[src/rtl/dm_arbiter_if.sv]
// Requester-side port bundle for dm_arbiter: one instance per requester.
// master = requester (drives req and fields), slave = arbiter (drives ack/err/rdata).
interface dm_arbiter_if #(
  parameter int unsigned ADDR_W = 12
) ();
  logic              req;
  logic              we;
  logic [1:0]        size;
  logic              sext;
  logic [ADDR_W-1:0] addr;
  logic [31:0]       wdata;
  logic              ack;
  logic              err;
  logic [31:0]       rdata;

  modport master (
    output req, we, size, sext, addr, wdata,
    input  ack, err, rdata
  );

  modport slave (
    input  req, we, size, sext, addr, wdata,
    output ack, err, rdata
  );
endinterface

[src/rtl/dm_arbiter.sv]
// dm_arbiter: shares one word-addressed dm_4k between a CPU LSU (m0) and a DMA/debug loader (m1).
// Optional: define DM_ARB_WPROT_EN to reject m1 stores below WPROT_TOP.
module dm_arbiter #(
  parameter int unsigned ADDR_W     = 12,
  parameter int unsigned PRIO_MODE  = 0,
  parameter int unsigned STARVE_LIM = 4,
  parameter int unsigned WPROT_TOP  = 'h100
) (
  input  logic              clk,
  input  logic              rst,
  dm_arbiter_if.slave       m0,
  dm_arbiter_if.slave       m1,
  output logic [ADDR_W-3:0] mem_addr,
  output logic [31:0]       mem_din,
  output logic [3:0]        mem_be,
  output logic              mem_wr,
  input  logic [31:0]       mem_dout
);
  localparam int unsigned CntW = (STARVE_LIM > 0) ? $clog2(STARVE_LIM + 1) : 1;
  localparam logic [CntW-1:0] CntMax = CntW'(STARVE_LIM);

  typedef enum logic [1:0] {StIdle, StAccess, StResp} state_e;
  state_e state_q, state_d;

  logic              lat_we_q, lat_sext_q, gnt_q, last_gnt_q;
  logic [1:0]        lat_size_q;
  logic [ADDR_W-1:0] lat_addr_q;
  logic [31:0]       lat_wdata_q;
  logic [CntW-1:0]   starve_q;
  logic              rsp_err_q;
  logic [31:0]       rsp_rdata_q;

  logic        any_req, win, align_err, wprot_err, acc_err;
  logic [1:0]  lane;
  logic [3:0]  be;
  logic [7:0]  ld_byte;
  logic [15:0] ld_half;
  logic [31:0] ld_data;

  assign any_req = m0.req | m1.req;

  // win: 0 = m0, 1 = m1
  always_comb begin
    win = m1.req;
    if (m0.req && m1.req) begin
      if (PRIO_MODE == 0) win = ~last_gnt_q;
      else                win = (starve_q == CntMax);
    end
  end

  assign lane = lat_addr_q[1:0];

  always_comb begin
    align_err = 1'b0;
    be        = 4'b0000;
    unique case (lat_size_q)
      2'b00: be = 4'b0001 << lane;
      2'b01: begin
        align_err = lane[0];
        be        = lane[1] ? 4'b1100 : 4'b0011;
      end
      2'b10: begin
        align_err = (lane != 2'b00);
        be        = 4'b1111;
      end
      2'b11: align_err = 1'b1;
    endcase
    if (acc_err) be = 4'b0000;
  end

`ifdef DM_ARB_WPROT_EN
  assign wprot_err = gnt_q & lat_we_q & (32'(lat_addr_q) < WPROT_TOP);
`else
  assign wprot_err = 1'b0;
  logic unused_wprot;
  assign unused_wprot = ^WPROT_TOP;
`endif

  assign acc_err = align_err | wprot_err;

  // Halves only ever start at lane 0 or 2 once alignment is checked.
  assign ld_byte = mem_dout[{lane, 3'b000} +: 8];
  assign ld_half = mem_dout[{lane[1], 4'b0000} +: 16];

  always_comb begin
    unique case (lat_size_q)
      2'b00:   ld_data = {{24{lat_sext_q & ld_byte[7]}}, ld_byte};
      2'b01:   ld_data = {{16{lat_sext_q & ld_half[15]}}, ld_half};
      default: ld_data = mem_dout;
    endcase
  end

  // FSM state register
  always_ff @(posedge clk or posedge rst) begin
    if (rst) state_q <= StIdle;
    else     state_q <= state_d;
  end

  // FSM next state
  always_comb begin
    state_d = state_q;
    unique case (state_q)
      StIdle:   if (any_req) state_d = StAccess;
      StAccess: state_d = StResp;
      StResp:   state_d = StIdle;
      default:  state_d = StIdle;
    endcase
  end

  always_ff @(posedge clk or posedge rst) begin
    if (rst) begin
      lat_we_q    <= 1'b0;
      lat_sext_q  <= 1'b0;
      lat_size_q  <= 2'b00;
      lat_addr_q  <= '0;
      lat_wdata_q <= '0;
      gnt_q       <= 1'b0;
      last_gnt_q  <= 1'b1;
      starve_q    <= '0;
      rsp_err_q   <= 1'b0;
      rsp_rdata_q <= '0;
    end else begin
      if (state_q == StIdle && any_req) begin
        gnt_q       <= win;
        last_gnt_q  <= win;
        lat_we_q    <= win ? m1.we    : m0.we;
        lat_sext_q  <= win ? m1.sext  : m0.sext;
        lat_size_q  <= win ? m1.size  : m0.size;
        lat_addr_q  <= win ? m1.addr  : m0.addr;
        lat_wdata_q <= win ? m1.wdata : m0.wdata;
        if (win)                              starve_q <= '0;
        else if (m1.req && starve_q != CntMax) starve_q <= starve_q + CntW'(1);
      end
      if (state_q == StAccess) begin
        rsp_err_q   <= acc_err;
        rsp_rdata_q <= (lat_we_q || acc_err) ? 32'h0 : ld_data;
      end
    end
  end

  // FSM outputs: everything comes from latched state only
  always_comb begin
    mem_addr = lat_addr_q[ADDR_W-1:2];
    mem_din  = lat_wdata_q;
    mem_be   = (state_q == StAccess) ? be : 4'b0000;
    mem_wr   = (state_q == StAccess) & lat_we_q & ~acc_err;
    m0.ack   = (state_q == StResp) & ~gnt_q;
    m1.ack   = (state_q == StResp) & gnt_q;
    m0.err   = (state_q == StResp) & ~gnt_q & rsp_err_q;
    m1.err   = (state_q == StResp) & gnt_q & rsp_err_q;
    m0.rdata = ((state_q == StResp) && !gnt_q) ? rsp_rdata_q : 32'h0;
    m1.rdata = ((state_q == StResp) && gnt_q) ? rsp_rdata_q : 32'h0;
  end
endmodule

[src/flat_wrapper.sv]
// flat-port wrapper written by rule: the top's interface ports become plain ports
module dm_arbiter_flat 
#(
  parameter int unsigned ADDR_W     = 12,
  parameter int unsigned PRIO_MODE  = 0,
  parameter int unsigned STARVE_LIM = 4,
  parameter int unsigned WPROT_TOP  = 'h100
)
  (clk, rst, mem_addr, mem_din, mem_be, mem_wr, mem_dout, m0_req, m0_we, m0_size, m0_sext, m0_addr, m0_wdata, m0_ack, m0_err, m0_rdata, m1_req, m1_we, m1_size, m1_sext, m1_addr, m1_wdata, m1_ack, m1_err, m1_rdata);
  dm_arbiter_if #(.ADDR_W(ADDR_W)) m0_i ();
  dm_arbiter_if #(.ADDR_W(ADDR_W)) m1_i ();
  input  logic clk;
  input  logic rst;
  output logic [ADDR_W-3:0] mem_addr;
  output logic [31:0] mem_din;
  output logic [3:0] mem_be;
  output logic mem_wr;
  input  logic [31:0] mem_dout;
  input wire logic [$bits(m0_i.req)-1:0] m0_req;
  input wire logic [$bits(m0_i.we)-1:0] m0_we;
  input wire logic [$bits(m0_i.size)-1:0] m0_size;
  input wire logic [$bits(m0_i.sext)-1:0] m0_sext;
  input wire logic [$bits(m0_i.addr)-1:0] m0_addr;
  input wire logic [$bits(m0_i.wdata)-1:0] m0_wdata;
  output wire logic [$bits(m0_i.ack)-1:0] m0_ack;
  output wire logic [$bits(m0_i.err)-1:0] m0_err;
  output wire logic [$bits(m0_i.rdata)-1:0] m0_rdata;
  input wire logic [$bits(m1_i.req)-1:0] m1_req;
  input wire logic [$bits(m1_i.we)-1:0] m1_we;
  input wire logic [$bits(m1_i.size)-1:0] m1_size;
  input wire logic [$bits(m1_i.sext)-1:0] m1_sext;
  input wire logic [$bits(m1_i.addr)-1:0] m1_addr;
  input wire logic [$bits(m1_i.wdata)-1:0] m1_wdata;
  output wire logic [$bits(m1_i.ack)-1:0] m1_ack;
  output wire logic [$bits(m1_i.err)-1:0] m1_err;
  output wire logic [$bits(m1_i.rdata)-1:0] m1_rdata;
  assign m0_i.req = m0_req;
  assign m0_i.we = m0_we;
  assign m0_i.size = m0_size;
  assign m0_i.sext = m0_sext;
  assign m0_i.addr = m0_addr;
  assign m0_i.wdata = m0_wdata;
  assign m0_ack = m0_i.ack;
  assign m0_err = m0_i.err;
  assign m0_rdata = m0_i.rdata;
  assign m1_i.req = m1_req;
  assign m1_i.we = m1_we;
  assign m1_i.size = m1_size;
  assign m1_i.sext = m1_sext;
  assign m1_i.addr = m1_addr;
  assign m1_i.wdata = m1_wdata;
  assign m1_ack = m1_i.ack;
  assign m1_err = m1_i.err;
  assign m1_rdata = m1_i.rdata;
  dm_arbiter #(.ADDR_W(ADDR_W), .PRIO_MODE(PRIO_MODE), .STARVE_LIM(STARVE_LIM), .WPROT_TOP(WPROT_TOP)) u_core (.clk(clk), .rst(rst), .m0(m0_i), .m1(m1_i), .mem_addr(mem_addr), .mem_din(mem_din), .mem_be(mem_be), .mem_wr(mem_wr), .mem_dout(mem_dout));
endmodule
[config.mk]
export PLATFORM = sky130hd
export DESIGN_NAME = dm_arbiter_flat
export DESIGN_NICKNAME = d
export VERILOG_FILES = /design/src/rtl/dm_arbiter_if.sv /design/src/rtl/dm_arbiter.sv /design/src/flat_wrapper.sv
export SDC_FILE = /design/constraint.sdc
export NUM_CORES = 1
export LEC_CHECK = 0
export ABC_AREA = 0
export ABC_CLOCK_PERIOD_IN_PS = 3900
export CAP_MARGIN = 20
export CORE_UTILIZATION = 44
export CTS_BUF_LIST = sky130_fd_sc_hd__clkbuf_8
export CTS_CLUSTER_DIAMETER = 30
export DETAILED_ROUTE_END_ITERATION = 6
export GPL_TIMING_DRIVEN = 0
export PLACE_DENSITY = 0.89
export SETUP_SLACK_MARGIN = 0.3
export SYNTH_ARGS = -nofsm -noshare
export SYNTH_HDL_FRONTEND = slang
export SYNTH_SLANG_ARGS = --single-unit
[constraint.sdc]
create_clock -name clk -period 3.9 [get_ports clk]
set_clock_uncertainty 0.1 [all_clocks]
set_input_delay 0.39 -clock clk [delete_from_list [all_inputs] [get_ports clk]]
set_output_delay 0.39 -clock clk [all_outputs]
set_load 0.02 [all_outputs]
==> flow_summary.yaml, run 1 <==
timing:
  maxSlewViolCount: 0
  hold_viol_final: 0
  max_freq_ghz: 0.322
  setup_tns_ns: 0
  rsz0062_at_grt: "no"
  setup_violations: 0
  max_slew_margin_pct: 46.0
  min_period_over_period_pct: 79.6
  worst_slew_pin_slew_ns: 0.810
  worst_slack_ns: 0.797
  period_needed_ns: 3.10
clock_network:
  hold_buffers: 0
  clk_path_buf_depth: 2
  root_buffer: "clkbuf_8"
  cts_tree: "yes"
  htree_levels: 3
  post-cts-setup-buffers: 0
  clk_pin_slew_worst_paths_ns: 0.08
  cts.sinks: 85
  cts_made_buffers: 9
  post_cts_resize_count: 0
  insertion_delay_ns: 0.35
critical_path:
  cp.arrival_ns: 2.61
  cp.required_ns: 3.41
  crit_chain: "nand2b_1, clkbuf_1, clkbuf_1, a2111oi_0, clkdlybuf4s50_1"
  cp-end-kind: "output pin"
  crit_family: "buffers and inverters"
  r2r_cells: 6
  r2r-end: "u_core.rsp_rdata_q[20]$_DFFE_PP0N_"
  r2r-start: "u_core.lat_size_q[0]$_DFFE_PP0P_"
  cpMostUsedCell: "clkbuf_1"
  startpoint: "u_core.state_q[1]$_DFFE_PP0P_"
  cp.depth: 5
  critPathMaxStageDelay_ns: 0.71
  critPathKind: "reg2out"
  start_kind: "flip-flop"
  worst-path-buf-inv: 3
  cp_max_fo: 10
  reg2reg_setup_slack_ns: 1.60
  slowest_stage: "clkdlybuf4s50_1"
  setup.worst_path.end: "mem_be[0]"
drt:
  num_vias: 4548
  wire_per_inst_um: 17.6
  drtPass1Iterations: 5
  routed_via_density: 5.37
  totalWireLength_um: 14900
  drc: 0
  antenna_left: 0
  drt_iter0_markers: 211
final_layout:
  final_cell_mix: "clkdlybuf4s50_1 (246), dfrtp_1 (84), and2_1 (66)"
  mostFrequentLayoutCell: "clkdlybuf4s50_1"
  layout.nets: 838
  syn2layout_area_growth_pct: 61.7
  layout-drive-gt1-share_pct: 8.58
  diodes: 0
placement:
  place.gp.congestion: 0.949
  io_buffers: 246
  dp_hpwl_um: 12000
  pre_cts_ws_ns: 0.923
power_and_ir_drop:
  pwr-share-seq_pct: 31.9
  switching_share_pct: 41.7
  p_sw_mw: 1.99
  powerDensity_mw_per_mm2: 640
  peakVddDrop_mv: 0.352
  p_leak_nw: 3.17
  power.internal_mw: 2.79
  power_frac_clock_pct: 11.9
  share_comb_of_total_power_pct: 56.1
floorplanning:
  start_util_pct: 45.1
  dieWidth_um: 104
  ios: 247
  rows: 37
  die_height_um: 104
  core_mm2: 0.0102
  die_area_mm2: 0.0109
yosys:
  synth_area_mm2: 0.00462
  synthCells: 447
  syn_nets: 579
  postSynthAreaPerCell_um2: 10.3
  ys_seq_elements: 85
  synth_ff_type: "dfrtp_1"
  ys_seq_area_share_pct: 46.1
  ys_warn_count: 0
  async_flop_share_pct: 100
  synth_edf_count: 0
  yosys.cell_types.count: 40
global_routing:
  grt_start_max_net_pins: 54
  grt_use_met2_pct: 51.2
  gr-usage-met3_pct: 4.39
  grt-ovfl-total: 0
  grt_pass1_vias: 4670
  grt_antenna_before_repair: 0
  grtUsageMet1_pct: 31.0
  grt_pass1_wl_um: 23500
  grt.busiest_layer: "met2"
  grt_usage_pct: 28.2
outcome:
  outcome: "finished clean"
flow_run:
  cap_violations: 0
worst_hold_path:
  holdCritPathClass: "in2async"
[Yosys cell counts (2+ instances only)]
cell	count	area share, %
inv_1	5	0.41
o21ai_0	50	5.4
buf_2	6	0.65
a22o_1	21	4.0
dfrtp_1	84	46
nand2_1	50	4.1
clkbuf_1	28	2.3
buf_4	10	1.6
mux4_2	7	3.4
nor2_1	12	0.98
and2_1	66	8.9
a221o_1	14	3.0
mux2i_1	49	11
a21oi_1	6	0.65
mux2_2	3	0.73
a221o_2	9	2.2
nand2b_1	3	0.41
buf_6	2	0.49
[power groups by stage]
stage	clock (mW)	sequential, mW	combinational, mW
2_1_floorplan	0	1.67	1.41
3_3_place_gp	0	1.52	2.60
3_5_place_dp	0	1.54	2.68
4_1_cts	0.579	1.53	2.69
5_1_grt	0.619	1.57	2.89
6_report	0.569	1.53	2.68
[area by class of cell]
type / instances / area (um2)
fill: 719 / 2770
timing repair buffer: 248 / 2490
multi-input combinational: 309 / 2230
sequential: 85 / 2130
buffer: 47 / 236
tap: 136 / 170
clock buffer: 11 / 151
clock inverter: 5 / 27.5
inverter: 6 / 25.0
[how the worst min path moves through the flow]
stage          cells after the start  slack, ns                           endpoint
4_1_cts                            2       0.29     u_core.mem_din[14]$_DFFE_PP0P_
2_1_floorplan                      2       0.35  u_core.lat_addr_q[10]$_DFFE_PP0P_
3_5_place_dp                       2       0.37   u_core.lat_addr_q[6]$_DFFE_PP0P_
5_1_grt                            2       0.33     u_core.mem_din[21]$_DFFE_PP0P_
6_report                           2       0.30     u_core.mem_din[18]$_DFFE_PP0P_
3_3_place_gp                       2       0.36     u_core.mem_din[29]$_DFFE_PP0P_
[per-stage QoR]
| step | util [%] | power [mW] | std cells | hold slack (ns) | instance area (um2) |
|---|---|---|---|---|---|
| after floorplan | - | 3.08 | 447 | 0.351 | 4620 |
| after global placement | 70.8 | 4.12 | 829 | 0.364 | 7250 |
| after detailed placement | 71.1 | 4.23 | 830 | 0.371 | 7280 |
| after CTS | 72.9 | 4.80 | 846 | 0.288 | 7460 |
| after global routing | 72.9 | 5.08 | 847 | 0.333 | 7460 |
| final | 72.9 | 4.78 | 847 | 0.295 | 7460 |
[flip-flops by register name, indices dropped and copies added, names as in the netlist]
register            cells
u_core.gnt_q            1
u_core.last_gnt_q       1
u_core.lat_addr_q      12
u_core.lat_sext_q       1
u_core.lat_size_q       2
u_core.lat_we_q         1
u_core.mem_din         32
u_core.rsp_err_q        1
u_core.rsp_rdata_q     32
u_core.state_q          2
[metal layers]
layer	part of all wire, %	wire (um)
met1	36	5400
met2	52	7820
met3	6.8	1010
met4	4.6	685
met5	0	0
[cells by family (layout without fill, tap and decap cells)]
logic type / Yosys count / count (layout) / share of synthesized area [%]
multiplexers: 59 / 59 / 14.8
AND/OR/NAND/NOR: 138 / 138 / 15.7
buffers and inverters: 53 / 317 / 5.61
flip-flops: 85 / 85 / 46.1
AO/OA/AOI/OAI: 112 / 112 / 17.8
Note: power is estimated with default switching activity, not from simulation.
==> run 2, diff against run 1 <==
--- a/config.mk
+++ b/config.mk
@@ -6,14 +6,14 @@
 export NUM_CORES = 1
 export LEC_CHECK = 0
 export ABC_AREA = 0
-export ABC_CLOCK_PERIOD_IN_PS = 3900
+export ABC_CLOCK_PERIOD_IN_PS = 2900
 export CAP_MARGIN = 20
-export CORE_UTILIZATION = 44
+export CORE_UTILIZATION = 41
 export CTS_BUF_LIST = sky130_fd_sc_hd__clkbuf_8
 export CTS_CLUSTER_DIAMETER = 30
 export DETAILED_ROUTE_END_ITERATION = 6
 export GPL_TIMING_DRIVEN = 0
-export PLACE_DENSITY = 0.89
+export PLACE_DENSITY = 0.84
 export SETUP_SLACK_MARGIN = 0.3
 export SYNTH_ARGS = -nofsm -noshare
 export SYNTH_HDL_FRONTEND = slang
==> constraint.sdc (replaced) <==
create_clock -name clk -period 2.9 [get_ports clk]
set_clock_uncertainty 0.1 [all_clocks]
set_input_delay 0.29 -clock clk [delete_from_list [all_inputs] [get_ports clk]]
set_output_delay 0.29 -clock clk [all_outputs]
set_load 0.02 [all_outputs]
==> flow_summary.yaml, run 2 (same netlist as run 1, synthesis figures left out) <==
timing:
  period_needed_ns: 2.54
  max_slew_margin_pct: 47.3
  setup_violations: 0
  hold_ws_ns: 0.147
  max_freq_ghz: 0.394
  hold_viol_final: 0
  setup_tns_ns: 0
  min_period_over_period_pct: 87.4
  rsz0062_at_grt: "yes"
  maxSlewViolCount: 0
  worst_slew_pin_slew_ns: 0.785
critical_path:
  crit_family: "buffers and inverters"
  cp.required_ns: 2.51
  slowest_stage: "clkdlybuf4s50_1"
  start_kind: "flip-flop"
  cp-end-kind: "output pin"
  critPathMaxStageDelay_ns: 0.61
  cp.arrival_ns: 2.15
  critPathKind: "reg2out"
  crit_chain: "and3b_2, clkbuf_4, and2_1, clkdlybuf4s50_1"
  worst-path-buf-inv: 2
  cp_max_fo: 10
drt:
  antenna_left: 0
  num_vias: 4488
  wire_per_inst_um: 18.4
  drt_iter0_markers: 181
  drtPass1Iterations: 4
  drc: 0
  routed_via_density: 5.27
  totalWireLength_um: 15700
final_layout:
  layout-drive-gt1-share_pct: 10.8
  diodes: 0
  stdcell_area_mm2: 0.00769
  layout.nets: 838
  mostFrequentLayoutCell: "clkdlybuf4s50_1"
  syn2layout_area_growth_pct: 66.7
  finalNonFillerCells: 851
  fill_cells: 772
  final_cell_mix: "clkdlybuf4s50_1 (188), dfrtp_1 (84), and2_1 (66)"
floorplanning:
  dieWidth_um: 108
  core_mm2: 0.0109
  die_height_um: 108
  ios: 247
  rows: 38
  start_util_pct: 42.4
  die_area_mm2: 0.0117
global_routing:
  grt_antenna_before_repair: 0
  grt_pass1_wl_um: 23300
  grt-ovfl-total: 0
  grt_usage_pct: 27.1
  grt_pass1_vias: 4440
  grt_start_max_net_pins: 63
worst_hold_path:
  holdCritPathClass: "in2async"
placement:
  placed_area_mm2: 0.00728
  placedCellCount: 834
  dp_hpwl_um: 12300
  io_buffers: 246
  place.gp.congestion: 0.872
power_and_ir_drop:
  peakVddDrop_mv: 0.459
  total_power_mw: 6.64
  powerDensity_mw_per_mm2: 863
  p_leak_nw: 4.27
clock_network:
  cts_tree: "yes"
  clk_pin_slew_worst_paths_ns: 0.09
  insertion_delay_ns: 0.37
  clk_path_buf_depth: 2
  cts.sinks: 85
  htree_levels: 3
  cts_made_buffers: 9
  root_buffer: "clkbuf_8"
flow_run:
  cap_violations: 0
outcome:
  outcome: "finished clean"
[run 2: timing repair]
action,CTS,global route
hold endpoints to repair,0,0
hold buffers,0,0
buffers inserted,1,0
pin swaps,1,0
gates resized for setup,19,61
setup endpoints to repair,69,60
[run 2: worst reg2reg max path, stage by stage, from the launching register on]
cell	delay (ns)
dfrtp_1	0.41
nand2b_1	0.15
clkbuf_1	0.19
inv_2	0.13
o211ai_1	0.16
nor2_1	0.42
clkbuf_1	0.41
a221o_2	0.23
[run 2: path summary, 6_finish.rpt]
| path | slack [ns] | endpoint | cells past startpoint | from |
|---|---|---|---|---|
| max | 0.36 | m1_rdata[24] | 4 | u_core.state_q[0]$_DFFE_PP0P_ |
| max in group asynchronous | 1.90 | u_core.last_gnt_q$_DFFE_PP1P_ | 3 | rst |
| max reg2reg | 0.64 | u_core.rsp_rdata_q[29]$_DFFE_PP0N_ | 7 | u_core.state_q[1]$_DFFE_PP0P_ |
| min reg2reg | 0.39 | u_core.lat_addr_q[6]$_DFFE_PP0P_ | 2 | u_core.lat_addr_q[6]$_DFFE_PP0P_ |
| min in group clk | 0.39 | u_core.lat_addr_q[6]$_DFFE_PP0P_ | 2 | u_core.lat_addr_q[6]$_DFFE_PP0P_ |
| min | 0.15 | u_core.mem_din[27]$_DFFE_PP0P_ | 2 | rst |
[run 2: cell type report]
class,count,area [um2],share of cell area [%]
well taps,140,175,2.28
clock inverters,7,90.1,1.17
repair buffers,248,2640,34.4
multi-input cells,309,2250,29.3
flip-flops and latches,85,2130,27.7
inverters,6,25.0,0.325
clock buffers,9,124,1.61
plain buffers,47,255,3.32
[run 2: layer usage]
layer  wire length, um  GRT usage [%]  vias to the layer above  part of all wire [%]
li1                  -              -                     2091                     -
met1              5860           31.1                     2105                    37
met2              8070           48.1                      251                    51
met3              1200           4.46                       41                   7.7
met4               568           14.3                        0                   3.6
met5                 0              0                        -                     0
[run 2: per-stage QoR]
stage,util [%],setup WS (ns)
floorplan,-,0.318
global placement,66.6,-0.945
detailed placement,66.9,0.0102
CTS,69.3,0.322
global route,70.7,0.264
finish,70.7,0.364
[run 2: report_power, final]
| group | total [mW] | switching, mW | leakage, nW | internal [mW] |
|---|---|---|---|---|
| Clock | 0.925 | 0.443 | 0.111 | 0.482 |
| Combinational | 3.65 | 1.95 | 3.08 | 1.70 |
| Sequential | 2.07 | 0.352 | 1.08 | 1.71 |
| Total | 6.64 | 2.74 | 4.27 | 3.90 |
==> run 3, diff against run 2 <==
--- a/config.mk
+++ b/config.mk
@@ -7,7 +7,7 @@
 export LEC_CHECK = 0
 export ABC_AREA = 0
 export ABC_CLOCK_PERIOD_IN_PS = 2900
-export CAP_MARGIN = 20
+export CAP_MARGIN = 30
 export CORE_UTILIZATION = 41
 export CTS_BUF_LIST = sky130_fd_sc_hd__clkbuf_8
 export CTS_CLUSTER_DIAMETER = 30
==> flow_summary.yaml, run 3 (same netlist as run 1, synthesis figures left out) <==
global_routing:
  gr-usage-met3_pct: 4.40
  grt.busiest_layer: "met2"
  grt_start_max_net_pins: 63
  grt_use_met2_pct: 47.8
  grt-ovfl-total: 0
  grt_antenna_before_repair: 0
  grt_usage_pct: 26.7
  grt_pass1_wl_um: 23100
  grt_pass1_vias: 4431
  grtUsageMet1_pct: 30.9
clock_network:
  cts_made_buffers: 9
  htree_levels: 3
  clk_path_buf_depth: 2
  cts_tree: "yes"
  root_buffer: "clkbuf_8"
  post-cts-setup-buffers: 0
  clk_pin_slew_worst_paths_ns: 0.09
  insertion_delay_ns: 0.37
  cts.sinks: 85
drt:
  antenna_left: 0
  routed_via_density: 5.26
  num_vias: 4474
  totalWireLength_um: 15400
  wire_per_inst_um: 18.1
  drt_iter0_markers: 161
  drc: 0
  drtPass1Iterations: 4
timing:
  setup_violations: 0
  period_needed_ns: 2.59
  min_period_over_period_pct: 89.3
  max_freq_ghz: 0.386
  rsz0062_at_grt: "yes"
  maxSlewViolCount: 0
  max_slew_margin_pct: 47.7
  worst_slew_pin_slew_ns: 0.779
  hold_viol_final: 0
final_layout:
  post-route-util_pct: 70.1
  final_cell_mix: "clkdlybuf4s50_1 (201), dfrtp_1 (84), and2_1 (66)"
  syn2layout_area_growth_pct: 65.4
  layout-drive-gt1-share_pct: 11.0
  fill_cells: 796
  layout.nets: 838
  diodes: 0
  mostFrequentLayoutCell: "clkdlybuf4s50_1"
power_and_ir_drop:
  peakVddDrop_mv: 0.488
  total_power_mw: 6.55
  powerDensity_mw_per_mm2: 858
  p_leak_nw: 4.02
floorplanning:
  start_util_pct: 42.4
  ios: 247
  die_height_um: 108
  die_area_mm2: 0.0117
  dieWidth_um: 108
  rows: 38
  core_mm2: 0.0109
placement:
  dp_hpwl_um: 12300
  place.gp.congestion: 0.872
  io_buffers: 246
critical_path:
  cp.required_ns: 2.51
  cp_max_fo: 10
  cp-end-kind: "output pin"
  critPathKind: "reg2out"
  cp.arrival_ns: 2.20
  start_kind: "flip-flop"
outcome:
  outcome: "finished clean"
flow_run:
  cap_violations: 0
worst_hold_path:
  holdCritPathClass: "in2async"
run 3: cell count changes in the layout (fill, tap and decap cells not counted):
| cell | previous run | this run |
|---|---|---|
| clkdlybuf4s50_1 | 188 | 201 |
| clkinvlp_4 | 1 | 2 |
| clkbuf_1 | 17 | 16 |
| clkinv_2 | 2 | 1 |
| bufinv_16 | 2 | 1 |
| clkbuf_8 | 9 | 10 |
| buf_4 | 10 | 11 |
| clkbuf_2 | 8 | 9 |
| dlymetal6s2s_1 | 55 | 43 |
| nor3b_2 | 0 | 1 |
| buf_12 | 1 | 0 |
| nor3b_4 | 1 | 0 |
| dlygate4sd2_1 | 3 | 2 |
run 3: cell type report:
| class | instances | area, um2 | area share [%] |
|---|---|---|---|
| sequential | 85 | 2130 | 27.9 |
| timing repair buffer | 248 | 2600 | 34.1 |
| tap | 140 | 175 | 2.29 |
| multi-input combinational | 309 | 2250 | 29.4 |
| clock inverter | 6 | 62.6 | 0.820 |
| buffer | 47 | 256 | 3.36 |
| inverter | 6 | 25.0 | 0.328 |
| clock buffer | 10 | 138 | 1.80 |
run 3: power breakdown:
group	leakage, nW	switching, mW	internal (mW)
clock network	0.100	0.443	0.420
registers	1.08	0.346	1.71
logic	2.85	1.93	1.69
total	4.02	2.72	3.83
run 3: timing repair:
item                                    CTS  global route
hold buffers                              0             0
endpoints found under the setup margin   65            55
resized for setup                        19            49
run 3: worst paths after layout:
path                       cells after the start                        startpoint                                  to  slack [ns]
min reg2reg                                    2  u_core.lat_addr_q[4]$_DFFE_PP0P_    u_core.lat_addr_q[4]$_DFFE_PP0P_        0.39
min                                            2                               rst      u_core.mem_din[27]$_DFFE_PP0P_        0.15
max reg2reg                                    7     u_core.state_q[1]$_DFFE_PP0P_  u_core.rsp_rdata_q[29]$_DFFE_PP0N_        0.64
max in group asynchronous                      3                               rst       u_core.last_gnt_q$_DFFE_PP1P_        1.89
max                                            5     u_core.state_q[0]$_DFFE_PP0P_                        m0_rdata[27]        0.31
min in group clk                               2  u_core.lat_addr_q[4]$_DFFE_PP0P_    u_core.lat_addr_q[4]$_DFFE_PP0P_        0.39
run 3: routing by layer:
layer	share of wire [%]	routed length [um]	vias to the layer above
met4	3.1	476	0
met3	7.5	1150	27
met1	38	5800	2131
li1	-	-	2093
met2	52	8020	223
met5	0	0	-
run 3: critical path, cell delays in order (launching register included):
cell and delay [ns]:
dfrtp_1 0.42, nor3b_2 0.24, buf_4 0.19, buf_2 0.21, and2_1 0.15, clkdlybuf4s50_1 0.62
run 3: stage by stage:
stage	instance area (um2)	setup WS, ns	hold WS [ns]	cells	setup TNS [ns]
floorplan	4620	0.318	0.335	447	0
global placement	7250	-0.945	0.364	833	-79.16
detailed placement	7290	0.278	0.372	835	0
CTS	7520	0.168	0.154	851	0
global route	7630	0.206	0.166	851	0
finish	7630	0.309	0.154	851	0
